`src/rtl/hazard_unit_pkg.sv`:
```
// Shared constants, slot record and match helpers for the RAW-hazard resolver.
package hazard_unit_pkg;

    localparam int unsigned REG_W = 5;

    localparam logic [1:0] FWD_REG = 2'b00;
    localparam logic [1:0] FWD_MEM = 2'b01;
    localparam logic [1:0] FWD_WB  = 2'b10;

    typedef struct packed {
        logic             valid;
        logic [REG_W-1:0] rd;
        logic             reg_write;
        logic             mem_read;
    } slot_t;

    // x0 is hardwired zero, so it never produces a hazard.
    function automatic logic slot_match(slot_t s, logic [REG_W-1:0] rs);
        return s.valid & s.reg_write & (s.rd == rs) & (rs != '0);
    endfunction

    function automatic logic [1:0] fwd_sel(slot_t ex, slot_t mem, logic [REG_W-1:0] rs);
        if (slot_match(ex, rs) && !ex.mem_read) begin
            return FWD_MEM;
        end else if (slot_match(mem, rs)) begin
            return FWD_WB;
        end
        return FWD_REG;
    endfunction

endpackage

```
`src/rtl/hazard_unit_if.sv`:
```
// ID-stage request and hazard/forwarding response bundle.
interface hazard_unit_if #(
    parameter int unsigned CNT_W = 16
);
    import hazard_unit_pkg::*;

    logic             id_valid;
    logic [REG_W-1:0] id_rs1;
    logic [REG_W-1:0] id_rs2;
    logic [REG_W-1:0] id_rd;
    logic             id_reg_write;
    logic             id_mem_read;
    logic             flush;
    logic             stall;
    logic [1:0]       ex_fwd_a;
    logic [1:0]       ex_fwd_b;
    logic             id_byp_a;
    logic             id_byp_b;
    logic [CNT_W-1:0] stall_cnt;
    logic [CNT_W-1:0] fwd_cnt;

    modport master (
        output id_valid, id_rs1, id_rs2, id_rd, id_reg_write, id_mem_read, flush,
        input  stall, ex_fwd_a, ex_fwd_b, id_byp_a, id_byp_b, stall_cnt, fwd_cnt
    );

    modport slave (
        input  id_valid, id_rs1, id_rs2, id_rd, id_reg_write, id_mem_read, flush,
        output stall, ex_fwd_a, ex_fwd_b, id_byp_a, id_byp_b, stall_cnt, fwd_cnt
    );

endinterface

```
`src/rtl/hazard_slot.sv`:
```
// One shadow-pipeline register holding a destination tag; loads zeros on bubble.
module hazard_slot
    import hazard_unit_pkg::*;
(
    input  logic  clk,
    input  logic  rst,
    input  logic  bubble_i,
    input  slot_t slot_i,
    output slot_t slot_o
);

    slot_t slot_d, slot_q;

    always_comb begin
        slot_d = bubble_i ? '0 : slot_i;
    end

    always_ff @(posedge clk or posedge rst) begin
        if (rst) begin
            slot_q <= '0;
        end else begin
            slot_q <= slot_d;
        end
    end

    assign slot_o = slot_q;

endmodule

```
`src/rtl/hazard_unit.sv`:
```
// RAW-hazard resolver: EX/MEM/WB tag shadow pipeline, registered forward selects,
// ID regfile bypass flags, one-cycle load-use stall and saturating event counters.
module hazard_unit
    import hazard_unit_pkg::*;
#(
    parameter int unsigned CNT_W = 16
) (
    input logic         clk,
    input logic         rst,
    hazard_unit_if.slave hif
);

    slot_t      id_slot, ex_slot, mem_slot, wb_slot;
    logic       load_use, stall, id_bubble, fwd_hit;
    logic [1:0] fwd_a_d, fwd_a_q, fwd_b_d, fwd_b_q;
    logic [CNT_W-1:0] stall_cnt_d, stall_cnt_q, fwd_cnt_d, fwd_cnt_q;
    logic       unused_slot_bits;

    always_comb begin
        id_slot           = '0;
        id_slot.valid     = hif.id_valid;
        id_slot.rd        = hif.id_rd;
        id_slot.reg_write = hif.id_reg_write;
        id_slot.mem_read  = hif.id_mem_read;

        load_use = hif.id_valid & ex_slot.mem_read &
                   (slot_match(ex_slot, hif.id_rs1) | slot_match(ex_slot, hif.id_rs2));
        // A redirect kills the ID instruction, so it cannot also be held.
        stall     = load_use & ~hif.flush;
        id_bubble = ~hif.id_valid | stall | hif.flush;

        fwd_a_d = id_bubble ? FWD_REG : fwd_sel(ex_slot, mem_slot, hif.id_rs1);
        fwd_b_d = id_bubble ? FWD_REG : fwd_sel(ex_slot, mem_slot, hif.id_rs2);
        fwd_hit = ~id_bubble & ((fwd_a_d != FWD_REG) | (fwd_b_d != FWD_REG));

        stall_cnt_d = stall_cnt_q;
        if (stall && (stall_cnt_q != '1)) begin
            stall_cnt_d = stall_cnt_q + CNT_W'(1);
        end
        fwd_cnt_d = fwd_cnt_q;
        if (fwd_hit && (fwd_cnt_q != '1)) begin
            fwd_cnt_d = fwd_cnt_q + CNT_W'(1);
        end
    end

    hazard_slot u_ex_slot (
        .clk      (clk),
        .rst      (rst),
        .bubble_i (id_bubble),
        .slot_i   (id_slot),
        .slot_o   (ex_slot)
    );

    hazard_slot u_mem_slot (
        .clk      (clk),
        .rst      (rst),
        .bubble_i (1'b0),
        .slot_i   (ex_slot),
        .slot_o   (mem_slot)
    );

    hazard_slot u_wb_slot (
        .clk      (clk),
        .rst      (rst),
        .bubble_i (1'b0),
        .slot_i   (mem_slot),
        .slot_o   (wb_slot)
    );

    always_ff @(posedge clk or posedge rst) begin
        if (rst) begin
            fwd_a_q     <= FWD_REG;
            fwd_b_q     <= FWD_REG;
            stall_cnt_q <= '0;
            fwd_cnt_q   <= '0;
        end else begin
            fwd_a_q     <= fwd_a_d;
            fwd_b_q     <= fwd_b_d;
            stall_cnt_q <= stall_cnt_d;
            fwd_cnt_q   <= fwd_cnt_d;
        end
    end

    assign hif.stall     = stall;
    assign hif.ex_fwd_a  = fwd_a_q;
    assign hif.ex_fwd_b  = fwd_b_q;
    assign hif.id_byp_a  = hif.id_valid & slot_match(wb_slot, hif.id_rs1);
    assign hif.id_byp_b  = hif.id_valid & slot_match(wb_slot, hif.id_rs2);
    assign hif.stall_cnt = stall_cnt_q;
    assign hif.fwd_cnt   = fwd_cnt_q;

    // Load flag only matters while the producer sits in EX.
    assign unused_slot_bits = ^{mem_slot.mem_read, wb_slot.mem_read};

endmodule

```
`src/flat_wrapper.sv`:
```
// flat-port wrapper written by rule: the top's interface ports become plain ports
module hazard_unit_flat import hazard_unit_pkg::*;
#(
    parameter int unsigned CNT_W = 16
)
  (clk, rst, hif_id_valid, hif_id_rs1, hif_id_rs2, hif_id_rd, hif_id_reg_write, hif_id_mem_read, hif_flush, hif_stall, hif_ex_fwd_a, hif_ex_fwd_b, hif_id_byp_a, hif_id_byp_b, hif_stall_cnt, hif_fwd_cnt);
  hazard_unit_if #(.CNT_W(CNT_W)) hif_i ();
  input logic clk;
  input logic rst;
  input wire logic [$bits(hif_i.id_valid)-1:0] hif_id_valid;
  input wire logic [$bits(hif_i.id_rs1)-1:0] hif_id_rs1;
  input wire logic [$bits(hif_i.id_rs2)-1:0] hif_id_rs2;
  input wire logic [$bits(hif_i.id_rd)-1:0] hif_id_rd;
  input wire logic [$bits(hif_i.id_reg_write)-1:0] hif_id_reg_write;
  input wire logic [$bits(hif_i.id_mem_read)-1:0] hif_id_mem_read;
  input wire logic [$bits(hif_i.flush)-1:0] hif_flush;
  output wire logic [$bits(hif_i.stall)-1:0] hif_stall;
  output wire logic [$bits(hif_i.ex_fwd_a)-1:0] hif_ex_fwd_a;
  output wire logic [$bits(hif_i.ex_fwd_b)-1:0] hif_ex_fwd_b;
  output wire logic [$bits(hif_i.id_byp_a)-1:0] hif_id_byp_a;
  output wire logic [$bits(hif_i.id_byp_b)-1:0] hif_id_byp_b;
  output wire logic [$bits(hif_i.stall_cnt)-1:0] hif_stall_cnt;
  output wire logic [$bits(hif_i.fwd_cnt)-1:0] hif_fwd_cnt;
  assign hif_i.id_valid = hif_id_valid;
  assign hif_i.id_rs1 = hif_id_rs1;
  assign hif_i.id_rs2 = hif_id_rs2;
  assign hif_i.id_rd = hif_id_rd;
  assign hif_i.id_reg_write = hif_id_reg_write;
  assign hif_i.id_mem_read = hif_id_mem_read;
  assign hif_i.flush = hif_flush;
  assign hif_stall = hif_i.stall;
  assign hif_ex_fwd_a = hif_i.ex_fwd_a;
  assign hif_ex_fwd_b = hif_i.ex_fwd_b;
  assign hif_id_byp_a = hif_i.id_byp_a;
  assign hif_id_byp_b = hif_i.id_byp_b;
  assign hif_stall_cnt = hif_i.stall_cnt;
  assign hif_fwd_cnt = hif_i.fwd_cnt;
  hazard_unit #(.CNT_W(CNT_W)) u_core (.clk(clk), .rst(rst), .hif(hif_i));
endmodule
```
`config.mk`:
```
export PLATFORM = sky130hd
export DESIGN_NAME = hazard_unit_flat
export DESIGN_NICKNAME = d
export VERILOG_FILES = /design/src/rtl/hazard_unit_pkg.sv /design/src/rtl/hazard_unit_if.sv /design/src/rtl/hazard_slot.sv /design/src/rtl/hazard_unit.sv /design/src/flat_wrapper.sv
export SDC_FILE = /design/constraint.sdc
export NUM_CORES = 1
export LEC_CHECK = 0
export BUFFER_PORTS_ARGS = -buffer_cell sky130_fd_sc_hd__clkbuf_2
export CORE_UTILIZATION = 25
export DETAILED_ROUTE_END_ITERATION = 8
export SLEW_MARGIN = 25
export SYNTH_ARGS = -nofsm -noshare
export SYNTH_HDL_FRONTEND = slang
export SYNTH_SLANG_ARGS = --single-unit
```
`constraint.sdc`:
```
create_clock -name clk -period 7.65 [get_ports clk]
set_clock_uncertainty 0.15 [all_clocks]
set_input_delay 0.765 -clock clk [delete_from_list [all_inputs] [get_ports clk]]
set_output_delay 0.765 -clock clk [all_outputs]
set_load 0.05 [all_outputs]
```
After elaboration in Yosys (flattened, before gate mapping)
Index checks and enable logic that the tools add are counted.
Storage, ports and cells
  register bits: 58
  output and inout port bits: 39
  input port bits: 21
  word-level logic and storage cells: 74
Operators by class
  equality and inequality tests: 8
  reduce and logical (&&, ||, !) cells: 9
  $add $sub $neg: 2
  bitwise operators: 28
  muxes and demuxes: 13
Operators with widths (number)
  adder 16 x 1 -> 16 bit (second input constant): 2
  != test 16 bit (second input constant): 2
  equality test 5 bit: 6
  bitwise AND 1 bit: 21
  two-way mux 2 bit: 8
  nonzero test 5 bit: 2
  two-way mux 8 bit: 1
  logical AND 1 bit: 4
  two-way mux 1 bit: 4
  OR 1 bit: 4
  nonzero test 2 bit: 2
  inverter 1 bit: 3
  zero test 1 bit: 1

Logic depth before layout (Yosys ltp)
Gate-level depths: netlist of run 1.
  word-level depth: 13
  depth in mapped cells: 8
  gate-level depth less buffers: 7

Hierarchy
Synthesis of run 1 repeated with hierarchy kept, for this count alone.
Second synthesis, totals
  cells, all modules: 256
  area total of the unflattened synthesis: 2827.7 µm²
By module, submodules not included
  hazard_unit: instances 1, area each 2065.7 µm², cells each 205, sequential area each 900.9 µm²
  hazard_slot: instances 3, area each 254.0 µm², cells each 17, sequential area each 200.2 µm²

Worst setup path before layout of run 1
No wires, ideal clock.
  kind: input-to-output
  from: input hif_id_rs2[1]
  to: output hif_stall
  path slack: 4.117 ns
  buffers on the path: 0
  stages: 3
  data required time: 6.735 ns
  arrival time: 2.618 ns
  cells stage by stage: xor2_1 > or4_2 > a21oi_1
On the way
  longest elaborated chain between the ends: 6
  elaborated cells on any way between the ends: 7
  those cells by class: 1 x eq/ne; 5 x bitwise; 1 x reduce/logical
Ends and longest elaborated chain
  from (decl): RTL line flat_wrapper.sv:12  | input wire logic [$bits(hif_i.id_rs2)-1:0] hif_id_rs2;
  equality test 5 bit: RTL line hazard_unit_pkg.sv:19  | return s.valid & s.reg_write & (s.rd == rs) & (rs != '0);
  bitwise AND 1 bit: RTL line hazard_unit_pkg.sv:19
  bitwise AND 1 bit (*): RTL line hazard_unit_pkg.sv:19
  OR 1 bit (*): RTL line hazard_unit.sv:27  | (slot_match(ex_slot, hif.id_rs1) | slot_match(ex_slot, hif.id_rs2));
  bitwise AND 1 bit (*): RTL line hazard_unit.sv:26  | load_use = hif.id_valid & ex_slot.mem_read &
  bitwise AND 1 bit (*): RTL line hazard_unit.sv:29  | stall = load_use & ~hif.flush;
  to (decl): RTL line flat_wrapper.sv:17  | output wire logic [$bits(hif_i.stall)-1:0] hif_stall;
Every way passes the cells marked *; elsewhere a longest branch is shown, timed or not.

Worst setup path in the final report of run 1
  from: input hif_id_rs2[4]
  to: output hif_stall
Same word-level chain as after synthesis.

==> flow_summary_export.csv, run 1 <==
group,metric,value,unit
drt,drtIter0Drc,82,
setup_path,startpoint,"hif_id_rs2[4]",
global_routing,globalRouteTotalUtil,11.8,%
run_status,status,"finished, final reports clean",
setup_path,critPathArrivalTime,2.68,ns
synthesis,synth_warnings,0,
floorplanning,io_pins,60,
sta,holdWs,0.222,ns
cts,root_buffer,"clkbuf_8",
cts,clock_latency,0.33,ns
floorplanning,die_w,106,um
drt,ant_nets,0,
final_layout,finalNetCount,329,
power_and_ir_drop,pwr_density_cell,200,nW/um^2
drt,vias_per_cell,4.53,
drt,drc_errors,0,
sta,finalCritPeriodShare,47.0,%
hold_path,hp-class,"flop to flop",
drt,vias,2024,
global_routing,grt_pass1_vias,2044,
drt,wl_per_cell,13.7,um
synthesis,synth.top_cells.by_area,"dfrtp_1, xnor2_1, xor2_1",
sta,rsz0062_at_grt,"false",
synthesis,ys.flop_type,"dfrtp_1",
synthesis,yosysMostFrequentCell,"dfrtp_1",
drt,dr.pass1.iters,4,
final_layout,antenna_cells,0,
sta,max_freq,278,MHz
floorplanning,core,10400,um^2
placement,gp_congestion,0.903,
synthesis,syn_nets,261,
setup_path,crit_type,"primary input to output port",
hold_path,holdPathStages,0,
floorplanning,initial_utilization,25.9,%
sta,finalSetupViolations,0,
cts,postCtsHoldBufs,0,
cts,post_cts_resized,0,
cts,cts_tree,"done",
sta,final_max_slew_viol_count,0,
setup_path,worstSetupStartpointType,"primary input",
synthesis,netlist_area,2700,um^2
floorplanning,num_rows,37,
final_layout,area_growth,24.9,%
global_routing,overflow,0,
floorplanning,dieArea,11200,um^2
cts,cts_made_buffers,9,
synthesis,synth_common_cells,"dfrtp_1, xnor2_1, xor2_1",
final_layout,drive_gt1_share,28.9,%
drt,routed_wl,6130,um
setup_path,critical_path.most_common_cell,"clkbuf_2",
synthesis,async_flop_share,100,%
cts,clockBufferDepth,2,
final_layout,fillCellCount,1063,
synthesis,yosysUniqueCellTypes,38,
synthesis,synth.avg_cell_area,11.4,um^2
synthesis,synth_seq_cells,58,
synthesis,netlist_instances,238,
setup_path,cp_max_fo,6,
cts,post_cts_buffers,0,
sta,maxSlewHeadroom,51.4,%
setup_path,regToRegEndpoint,"u_core.hif.fwd_cnt[11]",
setup_path,slowest_delay,0.67,ns
placement,dpl.hpwl,4650,um
flow_run,drv_cap,0,
synthesis,synth-edff-count,0,
cts,clk_pin_slew,0.06,ns
setup_path,crit_path_end_kind,"output port",
setup_path,worstPathRequired,6.73,ns
synthesis,yosysTopAreaCell,"dfrtp_1",
power_and_ir_drop,leakagePower,1.57,nW
global_routing,grt_first_pass_wirelength,10200,um
sta,hold_viol_final,0,
sta,fin_setup_tns,0,ns
setup_path,crit_chain,"clkbuf_2 > xnor2_1 > nand4_1 > or4_2 > a21oi_1 > clkbuf_2",
global_routing,grt_max_degree,59,
final_layout,fin_util,32.4,%
synthesis,synth_top_area_share,53.7,%
sta,worst_pin_slew,0.722,ns
setup_path,r2r_slack,4.79,ns
synthesis,yosysSeqAreaShare,53.7,%
hold_path,holdPathEnd,"u_core.u_mem_slot.slot_o[7]",
hold_path,min-delay-start,"u_core.u_ex_slot.slot_o[7]",
cts,clock-sinks,58,
power_and_ir_drop,vdd_drop_max,90.3,uV
sta,post-route-min-period,3.60,ns
floorplanning,die_h,106,um
setup_path,reg2reg_depth,7,
final_layout,final_design_area_no_fill,3370,um^2
setup_path,r2r_start,"u_core.u_mem_slot.slot_o[6]",
placement,io_buffers,59,
placement,place_area,3150,um^2
setup_path,critPathSlowestCell,"or4_2",
cts,htreeDepth,3,
global_routing,antenna_found_initial,0,
==> critical path, delay by kind of cell <==
| kind | cells | cell delay [ns] |
|---|---|---|
| buffers and inverters | 2 | 0.50 |
| xor gates and xnor gates | 1 | 0.17 |
| AOI/OAI and AO/OA | 1 | 0.44 |
| and+or+nand+nor | 2 | 0.80 |
==> flip-flops by register name, summed over array words and instances, names as in the netlist <==
name / flops
u_core.hif.ex_fwd_a: 2
u_core.u_ex_slot.slot_o: 8
u_core.u_wb_slot.slot_o: 7
u_core.hif.ex_fwd_b: 2
u_core.hif.stall_cnt: 16
u_core.hif.fwd_cnt: 16
u_core.u_mem_slot.slot_o: 7
==> power breakdown <==
group / internal [mW] / total [mW] / switching [mW] / leakage, nW
registers: 0.313 / 0.320 / 0.00683 / 0.781
clock network: 0.191 / 0.310 / 0.119 / 0.109
logic: 0.0165 / 0.0430 / 0.0265 / 0.680
==> kinds of logic after synthesis <==
kind of cell,Yosys count,share of synthesized area [%]
and+or+nand+nor,98,21.4
DFF,58,53.7
xor gates and xnor gates,56,18.2
AOI/OAI and AO/OA,11,3.06
buffers and inverters,11,1.85
muxes,2,0.834
adders and majority gates,2,0.926
==> cell usage in the layout (no fill, tap or decap), types with 9 or more instances in the layout <==
cell type,netlist,routed
clkbuf_2,0,59
dfrtp_1,58,58
xnor2_1,38,38
xor2_1,18,18
nand2_1,14,14
nand4_1,12,12
nor2_1,11,11
nor4_1,10,10
clkbuf_8,0,10
nand3_1,9,9
nor3_1,9,9
==> layout make-up <==
class / count / area, um^2 / share of cell area [%]
flip-flops and latches: 58 / 1450 / 43.0
clock inverters: 5 / 77.6 / 2.30
inverters: 8 / 30.0 / 0.890
clock buffers: 11 / 141 / 4.19
multi-input cells: 169 / 1200 / 35.6
repair buffers: 60 / 303 / 8.98
well taps: 136 / 170 / 5.04
==> per-stage QoR <==
stage	instances	setup WS (ns)	total power [mW]
after floorplan	238	4.12	0.352
after global placement	431	4.15	0.369
after detailed placement	431	4.09	0.370
after CTS	447	4.08	0.686
after global routing	447	3.92	0.707
final	447	4.05	0.673
==> how the worst max path moves through the flow <==
stage,to,slack (ns),depth (start not counted)
after floorplan,hif_stall,4.12,3
after global placement,hif_stall,4.15,6
after detailed placement,hif_stall,4.09,6
after CTS,hif_stall,4.08,6
after global routing,hif_stall,3.92,6
final,hif_stall,4.05,6
==> routing by layer <==
layer	wire [um]	GRT usage [%]	part of all wire (%)	vias to the layer above
li1	-	-	-	975
met1	2870	14.5	47	983
met2	2910	18.9	47	53
met3	220	3.62	3.6	13
met4	133	6.05	2.2	0
met5	0	0	0	-
(Power assumes the default switching activity.)
==> inputs of run 2 (changes only) <==
Clock period 7.65 ns to 2.98 ns, I/O delays scaled along.
==> flow_summary_export.csv, run 2 (synthesized netlist as in run 1, its figures left out) <==
group,metric,value,unit
run_status,status,"finished, final reports clean",
setup_path,path_depth,5,
cts,clock-sinks,58,
sta,finalCritPeriodShare,94.2,%
final_layout,antenna_cells,0,
power_and_ir_drop,power.internal,1.26,mW
drt,met2_length,2740,um
setup_path,critPathBufInv,1,
drt,highest_layer,"met4",
cts,cts_tree,"done",
final_layout,layout_commonest_cell,"clkbuf_2",
sta,hold_viol_final,0,
cts,clockBufferDepth,2,
global_routing,globalRouteTotalUtil,11.7,%
final_layout,mostFrequentLayoutCells,"clkbuf_2, dfrtp_1, xnor2_1, xor2_1, nand2_1",
drt,wl_met3,295,um
drt,wl_met1,2880,um
setup_path,worstSetupStartpointType,"flop",
cts,clk_pin_slew,0.07,ns
power_and_ir_drop,pwr-share-comb,7.0,%
global_routing,antenna_found_initial,0,
power_and_ir_drop,clockPowerShare,44.1,%
setup_path,worstPathRequired,2.53,ns
hold_path,hp-class,"primary input to flop",
placement,dpl.hpwl,4570,um
sta,worst_pin_slew,0.471,ns
floorplanning,dieArea,11200,um^2
floorplanning,num_rows,37,
setup_path,critPathSlowestCell,"or4_2",
cts,cts_made_buffers,9,
sta,finalSetupViolations,0,
power_and_ir_drop,p_switching,0.419,mW
sta,final_max_slew_viol_count,0,
final_layout,fillCellCount,1051,
drt,dr.pass1.iters,4,
sta,post-route-min-period,2.81,ns
setup_path,reg2reg_depth,7,
drt,wl_per_cell,13.4,um
setup_path,crit_chain,"xnor2_1 > nand4_1 > or4_2 > a21oi_4 > clkbuf_2",
setup_path,critPathArrivalTime,2.36,ns
floorplanning,die_w,106,um
global_routing,grt_max_degree,24,
floorplanning,core,10400,um^2
drt,routed_wl,6090,um
sta,fin_ws,0.173,ns
placement,gp_congestion,0.854,
floorplanning,initial_utilization,25.9,%
power_and_ir_drop,switching_share,25.0,%
final_layout,drive_gt1_share,30.0,%
drt,ant_nets,0,
final_layout,register_area,1450,um^2
power_and_ir_drop,p_seq_share,48.9,%
cts,root_buffer,"clkbuf_8",
setup_path,slowest_delay,0.67,ns
final_layout,area_growth,26.7,%
placement,io_buffers,59,
setup_path,cp_top_family,"simple AND/OR/NAND/NOR gates",
flow_run,drv_cap,0,
drt,vias,2033,
final_layout,final_design_area_no_fill,3420,um^2
sta,max_freq,356,MHz
drt,drtIter0Drc,119,
power_and_ir_drop,vdd_drop_max,146,uV
placement,place_area,3180,um^2
cts,htreeDepth,3,
final_layout,finalNetCount,335,
sta,fin_setup_tns,0,ns
placement,place_ws,0.175,ns
floorplanning,die_h,106,um
power_and_ir_drop,leakagePower,1.58,nW
hold_path,holdPathStages,2,
drt,vias_per_cell,4.49,
setup_path,cp_max_fo,6,
global_routing,grt_pass1_vias,1994,
cts,clock_latency,0.34,ns
setup_path,crit_type,"flop to output port",
setup_path,crit_path_end_kind,"output port",
drt,drc_errors,0,
floorplanning,io_pins,60,
power_and_ir_drop,pwr_density_cell,490,nW/um^2
global_routing,overflow,0,
global_routing,grt_first_pass_wirelength,9860,um
sta,rsz0062_at_grt,"false",
sta,maxSlewHeadroom,68.6,%
final_layout,multi_input_area,1210,um^2
run 2: what timing repair did:
item,4_1_cts,5_1_grt
endpoints found under the hold margin,22,1
gates resized for setup,0,1
setup endpoints to repair,0,1
setup buffers,0,0
hold buffers,2,1
run 2: worst paths after layout:
check	startpoint	to	slack (ns)
min in group asynchronous	rst	u_core.hif.fwd_cnt[1]	0.36
worst max-delay path	u_core.u_ex_slot.slot_o[2]	hif_stall	0.17
worst max register to register	u_core.u_ex_slot.slot_o[2]	u_core.hif.stall_cnt[9]	0.24
worst min-delay path	hif_id_rd[2]	u_core.u_ex_slot.slot_o[4]	0.03
max in group asynchronous	rst	u_core.hif.ex_fwd_b[0]	1.69
worst min register to register	u_core.u_mem_slot.slot_o[1]	u_core.u_wb_slot.slot_o[1]	0.22
run 2: final cells by class:
type / instances / share of cell area [%]
tap: 136 / 4.97
clock buffer: 10 / 4.02
inverter: 8 / 0.878
timing repair buffer: 66 / 10.4
clock inverter: 6 / 1.94
sequential: 58 / 42.4
multi-input combinational: 169 / 35.4
run 2: per-layer routing:
layer / global-route usage [%] / vias up
met2: 16.7 / 63
met4: 6.75 / 0
met5: 0 / -
met3: 3.62 / 16
li1: - / 984
met1: 15.6 / 970
run 2: through the flow:
stage / instances / hold slack, ns / power (mW) / util (%)
finish: 453 / 0.0268 / 1.68 / 32.9
global route: 453 / 0.0236 / 1.77 / 32.9
CTS: 452 / 0.00532 / 1.70 / 32.7
detailed placement: 434 / 0.185 / 0.951 / 30.5
global placement: 434 / 0.178 / 0.949 / 30.5
floorplan: 238 / 0.204 / 0.903 / -
run 2: power groups by stage:
stage | registers, mW | logic [mW] | clock network (mW)
finish | 0.820 | 0.117 | 0.740
detailed placement | 0.835 | 0.115 | 0
global placement | 0.835 | 0.114 | 0
CTS | 0.820 | 0.118 | 0.766
global route | 0.822 | 0.129 | 0.814
floorplan | 0.847 | 0.0559 | 0
run 2: worst reg2reg max path: cells and delay by family, from the launching register on:
kind / cells / cell delay [ns]
flip-flops: 1 / 0.44
XOR/XNOR: 2 / 0.34
AND/OR/NAND/NOR: 4 / 1.37
AO/OA/AOI/OAI: 1 / 0.34
==> inputs of run 3 (changes only) <==
--- a/config.mk
+++ b/config.mk
@@ -8,3 +8,3 @@
 export BUFFER_PORTS_ARGS = -buffer_cell sky130_fd_sc_hd__clkbuf_2
-export CORE_UTILIZATION = 25
+export CORE_UTILIZATION = 30
 export DETAILED_ROUTE_END_ITERATION = 8
==> constraint.sdc (replaced) <==
create_clock -name clk -period 3.3 [get_ports clk]
set_clock_uncertainty 0.15 [all_clocks]
set_input_delay 0.825 -clock clk [delete_from_list [all_inputs] [get_ports clk]]
set_output_delay 0.825 -clock clk [all_outputs]
set_load 0.05 [all_outputs]
==> flow_summary_export.csv, run 3 (synthesized netlist as in run 1, its figures left out) <==
group,metric,value,unit
flow_run,drv_cap,0,
run_status,status,"finished, final reports clean",
placement,dpl.hpwl,4660,um
cts,clockBufferDepth,2,
global_routing,overflow,0,
final_layout,finalNetCount,350,
drt,vias,2089,
final_layout,multi_input_area,1210,um^2
cts,post_cts_buffers,0,
global_routing,grt_max_degree,24,
sta,post-route-min-period,3.21,ns
placement,dp_cells,424,
sta,hold_viol_final,0,
sta,maxSlewHeadroom,67.9,%
sta,rsz0062_at_grt,"false",
setup_path,cp_max_fo,4,
cts,root_buffer,"clkbuf_8",
final_layout,fillCellCount,848,
setup_path,crit_path_end_kind,"output port",
floorplanning,initial_utilization,31.0,%
drt,routed_wl,5930,um
sta,fin_setup_tns,0,ns
cts,cts_tree,"done",
sta,final_max_slew_viol_count,0,
global_routing,grtUsageMet2,22.3,%
cts,clk_pin_slew,0.06,ns
setup_path,reg2reg_depth,8,
final_layout,drive_gt1_share,33.4,%
placement,io_buffers,59,
sta,worst_pin_slew,0.477,ns
setup_path,worstSetupStartpointType,"primary input",
global_routing,busiest_layer,"met2",
global_routing,grt_pass1_vias,2135,
floorplanning,num_rows,34,
setup_path,critPathArrivalTime,2.23,ns
power_and_ir_drop,vdd_drop_max,217,uV
final_layout,register_area,1450,um^2
drt,drtIter0Drc,105,
hold_path,hp-class,"flop to flop",
final_layout,antenna_cells,0,
drt,dr.pass1.iters,4,
global_routing,grt_util_met3,4.19,%
floorplanning,io_pins,60,
final_layout,mostFrequentLayoutCells,"clkbuf_2, dfrtp_1, xnor2_1, buf_4, xor2_1",
placement,gp_congestion,0.785,
drt,drc_errors,0,
global_routing,use_met1,17.9,%
sta,finalCritPeriodShare,97.2,%
floorplanning,die_w,96.9,um
floorplanning,die_h,96.9,um
cts,clock_latency,0.32,ns
power_and_ir_drop,pwr_density_cell,422,nW/um^2
setup_path,worstPathRequired,2.32,ns
final_layout,area_growth,28.8,%
cts,clock-sinks,58,
floorplanning,core,8720,um^2
power_and_ir_drop,leakagePower,1.65,nW
sta,holdWs,0.230,ns
global_routing,grt_first_pass_wirelength,10300,um
drt,ant_nets,0,
setup_path,crit_type,"primary input to output port",
floorplanning,dieArea,9390,um^2
drt,vias_per_cell,4.75,
cts,cts_made_buffers,9,
final_layout,final_cells,440,
sta,max_freq,312,MHz
global_routing,globalRouteTotalUtil,13.9,%
global_routing,antenna_found_initial,0,
hold_path,holdPathStages,0,
cts,postCtsHoldBufs,0,
cts,htreeDepth,3,
sta,finalSetupViolations,0,
drt,wl_per_cell,13.5,um
[run 3: timing repair]
item | in CTS | in global routing
pin swaps | 0 | 0
cloned | 0 | 0
gates resized for setup | 1 | 1
endpoints found under the setup margin | 1 | 1
endpoints found under the hold margin | 0 | 0
[run 3: worst paths after layout]
kind                       slack, ns                           to                       start
min                             0.23  u_core.u_mem_slot.slot_o[7]  u_core.u_ex_slot.slot_o[7]
min in group asynchronous       0.31        u_core.hif.fwd_cnt[4]                         rst
max reg2reg                     0.68     u_core.hif.stall_cnt[15]  u_core.u_ex_slot.slot_o[2]
max in group asynchronous       2.06   u_core.u_wb_slot.slot_o[6]                         rst
max                             0.09                    hif_stall               hif_id_rs1[4]
min reg2reg                     0.23  u_core.u_mem_slot.slot_o[7]  u_core.u_ex_slot.slot_o[7]
[run 3: per-stage QoR]
stage	util, %	setup WS [ns]	cell area (um^2)	power (mW)
CTS	39.9	0.0130	3480	1.49
finish	39.9	0.0939	3480	1.47
global placement	37.7	0.00282	3290	0.865
floorplan	-	0.178	2710	0.816
detailed placement	37.7	-0.0295	3290	0.867
global route	39.9	0.0102	3480	1.54
[run 3: layer usage]
metal	vias up	routed length [um]	share of wire, %
li1	1012	-	-
met1	1029	2800	47
met2	43	2850	48
met3	5	200	3.4
met4	0	68	1.1
met5	-	0	0
[run 3: cell type report]
| type | count | share of cell area [%] |
|---|---|---|
| timing repair buffer | 81 | 13.3 |
| multi-input combinational | 169 | 34.9 |
| clock buffer | 11 | 3.78 |
| inverter | 8 | 0.863 |
| sequential | 58 | 41.7 |
| clock inverter | 5 | 1.58 |
| tap | 108 | 3.88 |
[run 3: power breakdown]
group / switching (mW) / internal, mW
logic: 0.0633 / 0.0467
clock network: 0.271 / 0.346
registers: 0.0153 / 0.726
total: 0.350 / 1.12
[run 3: critical path, cell delays in order]
cell and delay, ns:
clkbuf_2 0.14, xnor2_1 0.17, nand4_1 0.15, or4_4 0.50
a21oi_4 0.19, clkbuf_4 0.25
